### src/rtl/seq_div_pkg.sv
// Shared definitions for the sequential restoring divider: FSM encoding,
// default operand width and the 4-bit carry-lookahead equation.
package seq_div_pkg;

  localparam int DEFAULT_WIDTH = 8;

  typedef enum logic [1:0] {
    IDLE = 2'd0,
    CALC = 2'd1,
    DONE = 2'd2
  } state_e;

  // Carry into bit n of a 4-bit group, expanded from generate/propagate terms.
  function automatic logic cla_carry(input logic [3:0] g, input logic [3:0] p,
                                     input logic cin, input int n);
    logic c;
    c = cin;
    for (int m = 0; m < 4; m++) begin
      if (m < n) c = g[m] | (p[m] & c);
    end
    return c;
  endfunction

endpackage

### src/rtl/seq_divider_cla_sub.sv
// Combinational carry-lookahead subtractor a - b computed as a + ~b + 1.
// borrow_n is the final carry: 1 means a >= b (no borrow).
module cla_sub
  import seq_div_pkg::*;
#(
  parameter int W = 9
) (
  input  logic [W-1:0] a,
  input  logic [W-1:0] b,
  output logic [W-1:0] diff,
  output logic         borrow_n
);

  localparam int NG = (W + 3) / 4;

  logic [W-1:0]    g;
  logic [W-1:0]    p;
  logic [NG*4-1:0] g_pad;
  logic [NG*4-1:0] p_pad;
  logic [W:0]      c;

  assign g     = a & ~b;
  assign p     = a ^ ~b;
  assign g_pad = (NG*4)'(g);
  assign p_pad = (NG*4)'(p);
  assign c[0]  = 1'b1;

  // Lookahead inside each 4-bit group, group carries chained between groups.
  for (genvar k = 0; k < NG; k++) begin : g_grp
    localparam int LO  = 4 * k;
    localparam int LEN = ((W - LO) >= 4) ? 4 : (W - LO);
    for (genvar n = 1; n <= LEN; n++) begin : g_bit
      assign c[LO+n] = cla_carry(g_pad[LO+:4], p_pad[LO+:4], c[LO], n);
    end
  end

  assign diff     = p ^ c[W-1:0];
  assign borrow_n = c[W];

endmodule

### src/rtl/seq_divider.sv
// Sequential unsigned restoring divider: one quotient bit per CALC cycle,
// results published on the single done cycle and held until the next start.
module seq_divider
  import seq_div_pkg::*;
#(
  parameter int WIDTH = DEFAULT_WIDTH
) (
  input  logic             clk,
  input  logic             rst_n,
  input  logic             start,
  input  logic [WIDTH-1:0] dividend,
  input  logic [WIDTH-1:0] divisor,
  output logic             busy,
  output logic             done,
  output logic [WIDTH-1:0] quotient,
  output logic [WIDTH-1:0] remainder,
  output logic             div_by_zero
);

  localparam int                CNT_W = $clog2(WIDTH + 1);
  localparam logic [CNT_W-1:0]  LAST  = CNT_W'(WIDTH - 1);

  state_e           state_q;
  logic [CNT_W-1:0] cnt_q;
  logic [WIDTH-1:0] rem_q;
  logic [WIDTH-1:0] dvd_q;
  logic [WIDTH-1:0] dsr_q;
  logic             busy_q;
  logic             done_q;
  logic [WIDTH-1:0] quo_out_q;
  logic [WIDTH-1:0] rem_out_q;
  logic             dbz_q;

  logic [WIDTH:0]   shifted;
  logic [WIDTH:0]   diff;
  logic             borrow_n;
  logic             diff_msb_unused;
  logic [WIDTH-1:0] rem_d;
  logic [WIDTH-1:0] dvd_d;

  // Shift {partial remainder, dividend} left and trial-subtract the divisor.
  assign shifted = {rem_q, dvd_q[WIDTH-1]};

  cla_sub #(
    .W(WIDTH + 1)
  ) u_sub (
    .a        (shifted),
    .b        ({1'b0, dsr_q}),
    .diff     (diff),
    .borrow_n (borrow_n)
  );

  // A successful trial always leaves the partial remainder below the divisor.
  assign diff_msb_unused = diff[WIDTH];

  always_comb begin
    rem_d = shifted[WIDTH-1:0];
    if (borrow_n) rem_d = diff[WIDTH-1:0];
    dvd_d = {dvd_q[WIDTH-2:0], borrow_n};
  end

  always_ff @(posedge clk) begin
    if (!rst_n) begin
      state_q   <= IDLE;
      cnt_q     <= '0;
      rem_q     <= '0;
      dvd_q     <= '0;
      dsr_q     <= '0;
      busy_q    <= 1'b0;
      done_q    <= 1'b0;
      quo_out_q <= '0;
      rem_out_q <= '0;
      dbz_q     <= 1'b0;
    end else begin
      case (state_q)
        IDLE: begin
          if (start) begin
            if (divisor == '0) begin
              state_q   <= DONE;
              done_q    <= 1'b1;
              quo_out_q <= '1;
              rem_out_q <= dividend;
              dbz_q     <= 1'b1;
            end else begin
              state_q <= CALC;
              busy_q  <= 1'b1;
              dbz_q   <= 1'b0;
              cnt_q   <= '0;
              rem_q   <= '0;
              dvd_q   <= dividend;
              dsr_q   <= divisor;
            end
          end
        end
        CALC: begin
          rem_q <= rem_d;
          dvd_q <= dvd_d;
          cnt_q <= cnt_q + CNT_W'(1);
          if (cnt_q == LAST) begin
            state_q   <= DONE;
            busy_q    <= 1'b0;
            done_q    <= 1'b1;
            quo_out_q <= dvd_d;
            rem_out_q <= rem_d;
          end
        end
        DONE: begin
          state_q <= IDLE;
          done_q  <= 1'b0;
        end
        default: begin
          state_q <= IDLE;
          busy_q  <= 1'b0;
          done_q  <= 1'b0;
        end
      endcase
    end
  end

  assign busy        = busy_q;
  assign done        = done_q;
  assign quotient    = quo_out_q;
  assign remainder   = rem_out_q;
  assign div_by_zero = dbz_q;

endmodule
### config.mk
export PLATFORM = sky130hd
export DESIGN_NAME = seq_divider
export DESIGN_NICKNAME = d
export VERILOG_FILES = /design/src/rtl/seq_div_pkg.sv /design/src/rtl/seq_divider_cla_sub.sv /design/src/rtl/seq_divider.sv
export SDC_FILE = /design/constraint.sdc
export NUM_CORES = 1
export LEC_CHECK = 0
export ABC_CLOCK_PERIOD_IN_PS = 3900
export CAP_MARGIN = 20
export CORE_ASPECT_RATIO = 0.7
export CORE_UTILIZATION = 40
export DETAILED_ROUTE_END_ITERATION = 12
export HOLD_SLACK_MARGIN = 0.08
export PLACE_DENSITY = 0.65
export RECOVER_POWER = 100
export SLEW_MARGIN = 10
export SYNTH_ARGS = -nofsm -noshare
export SYNTH_HDL_FRONTEND = slang
export SYNTH_SLANG_ARGS = --single-unit
export TNS_END_PERCENT = 20
### constraint.sdc
create_clock -name clk -period 3.9 [get_ports clk]
set_clock_uncertainty 0.1 [all_clocks]
set_input_delay 0.39 -clock clk [delete_from_list [all_inputs] [get_ports clk]]
set_output_delay 0.39 -clock clk [all_outputs]
set_load 0.01 [all_outputs]
==> qor.yml <==
firstDrtPassIters: 4
finalMaxSlewViolations: 0
grt_overflow: 0
startpoint_type: "register"
drive_above_1_share: 0.0922
period_share: 0.963
drtAntennaViolNets: 0
grt_pass1_vias: 1846
root_buffer: "clkbuf_8"
timing.setup.tns_ns: 0
crit_type: "reg2reg"
cp.depth: 15
r2r_slack_ns: 0.14
clockBufferDepth: 2
clock_sinks: 49
dp_cells: 344
path_clk_slew_ns: 0.09
synth_area_per_cell_um2: 9.18
cpMostUsedCell: "fa_2"
syn-num-nets: 276
htreeDepth: 2
ff_latch_area_um2: 982
synth_area_leader_cell: "dfxtp_1"
coreArea_um2: 5370
setup-violations-final: 0
fin_nets: 310
post_dp_cell_area_um2: 2680
drv_cap: 0
synthesis.instances: 248
cp_max_fo: 6
synthesis.area_um2: 2280
grt.total_usage: 0.196
synth_top_flop_cell: "dfxtp_1"
finalWirelength_um: 5420
hold_start: "remainder[7]"
worstPathCellList: "inv_1 -> ha_1 -> fa_2 -> fa_2 -> fa_2 -> fa_2 -> fa_2 -> fa_1 -> inv_2 -> fa_2 -> buf_6 -> o21ai_0 -> o211ai_1 -> nand4_1 -> o211a_1"
path_buf_inv: 3
die_width_um: 92.2
synth_edf_count: 0
drc: 0
power.density_nw_per_um2: 417
fill_cells: 530
hp-class: "reg2reg"
worstRegToRegCells: 15
power.ir.vdd_worst_v: 0.000190
multi_input_area_um2: 1160
synth_cell_type_count: 35
endpoint_kind: "register"
slowest_delay_ns: 0.38
clock_latency_ns: 0.31
fmax_mhz: 266
grt_pass1_wl_um: 9170
leakagePower_nw: 1.14
holdPathEnd: "remainder[7]"
ys_ff_latch: 49
finalCriticalPeriod_ns: 3.76
place_ws_ns: -0.118
start_util: 0.424
ys.warnings.count: 0
drt_iter0_drc: 96
holdPathStages: 2
routedWlPerCell_um: 15.3
design_area_um2: 2800
layout_setup_ws_ns: 0.142
area_delta_synth_final_pct: 23.1
die_y_um: 65.1
dpl.hpwl_um: 3770
hold_viol_final: 0
layout.cells.non_filler: 354
synthTopCellsByArea: "dfxtp_1, a21oi_1, fa_1"
critPathLaunch: "dvd_q[7]"
fp-row-count: 22
cts_made_buffers: 5
tightestPinTransition_ns: 1.03
crit_family: "adder cells"
max_slew_margin: 0.311
grt_max_degree: 31
routed_via_density: 5.52
port_buffers: 37
slowest_stage: "fa_1"
cts_tree: "built"
antenna_found_initial: 0
synth.yosys.seq_area_share: 0.431
worstPathRequired_ns: 4.00
arrival_ns: 3.86
reg2reg_to: "remainder[4]"
die_area_um2: 6000
via_count: 1954
ios: 38
synthDominantCellAreaShare: 0.431
outcome: "finished clean"
gp_congestion: 0.787
r2r-start: "dvd_q[7]"
n_antenna_cell: 0
synth-async-reset-ratio: 0
## timing repair
| action | in CTS | in global routing |
|---|---|---|
| endpoints found under the setup margin | 16 | 10 |
| gates resized for setup | 6 | 4 |
| pin swaps | 2 | 2 |
| hold buffers | 0 | 0 |
| buffers inserted | 0 | 2 |
| hold endpoints to repair | 0 | 0 |
| gates cloned | 0 | 0 |
## worst register-to-register path: stages, from the launching register on
cell and delay [ns]:
dfxtp_2 0.33, inv_1 0.04, ha_1 0.20, fa_2 0.34
fa_2 0.34, fa_2 0.34, fa_2 0.34, fa_2 0.34
fa_1 0.38, inv_2 0.06, fa_2 0.23, buf_6 0.12
o21ai_0 0.07, o211ai_1 0.14, nand4_1 0.14, o211a_1 0.16
## placed cells by master, fill, tap and decap left out, drive strengths merged, types with 3 or more instances in the layout
master and n:
o21a 3, nor2 9, inv 11, a21oi 33
nand4 9, o21ai 19, dlygate4sd3 20, clkbuf 8
or3b 3, o211a 7, nand3 10, mux2i 9
dfxtp 49, fa 7, clkdlybuf4s50 17, o221a 7
o211ai 7, nand2 23, buf 8
## Yosys cell counts (7+ instances only)
cell,instances
fa_1,7
a21oi_1,33
nand2_1,23
o211a_1,7
nand4_1,9
o211ai_1,7
mux2i_1,9
nand3_1,10
clkbuf_1,12
inv_1,11
dfxtp_1,49
o21ai_0,18
nor2_1,9
o221a_1,7
## through the flow
| step | total power [W] | utilization | hold slack, ns |
|---|---|---|---|
| after floorplan | 0.000757 | - | 0.340 |
| after global placement | 0.000854 | 0.500 | 0.343 |
| after detailed placement | 0.000856 | 0.500 | 0.349 |
| after CTS | 0.00117 | 0.518 | 0.363 |
| after global routing | 0.00124 | 0.522 | 0.391 |
| final | 0.00117 | 0.522 | 0.358 |
## cells by family (layout without fill, tap and decap cells)
logic type / Yosys count / in the layout / share of synthesized area
adder cells (fa/ha/maj): 9 / 9 / 0.0725
flip-flops: 49 / 49 / 0.431
AND/OR/NAND/NOR: 68 / 68 / 0.158
buffers and inverters: 30 / 64 / 0.0626
AO/OA/AOI/OAI: 83 / 83 / 0.236
multiplexers: 9 / 9 / 0.0396
## report_power, final
group | switching, W | total (W) | internal, W
Clock | 0.000167 | 0.000308 | 0.000141
Combinational | 0.000152 | 0.000289 | 0.000137
Sequential | 0.0000309 | 0.000571 | 0.000541
Total | 0.000350 | 0.00117 | 0.000818
## area by class of cell
cell class,instances,area share
clock buffers,7,0.0308
inverters,11,0.0147
multi-input cells,169,0.416
flip-flops and latches,49,0.350
well taps,72,0.0321
repair buffers,46,0.156
## metal layers
| metal | vias to the layer above | GRT usage | routed length [µm] |
|---|---|---|---|
| met3 | 8 | 0.0382 | 270 |
| li1 | 958 | - | - |
| met1 | 935 | 0.289 | 2840 |
| met5 | - | 0 | 0 |
| met2 | 53 | 0.281 | 2220 |
| met4 | 0 | 0.0742 | 89 |
## flip-flops by register name, summed over array words and instances (netlist names)
| name | count |
|---|---|
| dsr_q | 8 |
| dvd_q | 8 |
| quotient | 8 |
| rem_q | 8 |
| remainder | 8 |
| cnt_q | 4 |
| state_q | 2 |
| busy | 1 |
| div_by_zero | 1 |
| done | 1 |
## worst max-delay path by stage
stage / endpoint / slack, ns
2_1_floorplan: remainder[0] / 0.02
3_3_place_gp: remainder[4] / -0.07
3_5_place_dp: remainder[4] / -0.12
4_1_cts: remainder[4] / 0.02
5_1_grt: remainder[2] / -0.006
6_report: remainder[4] / 0.14
Note: power is estimated with default switching activity, not from simulation.
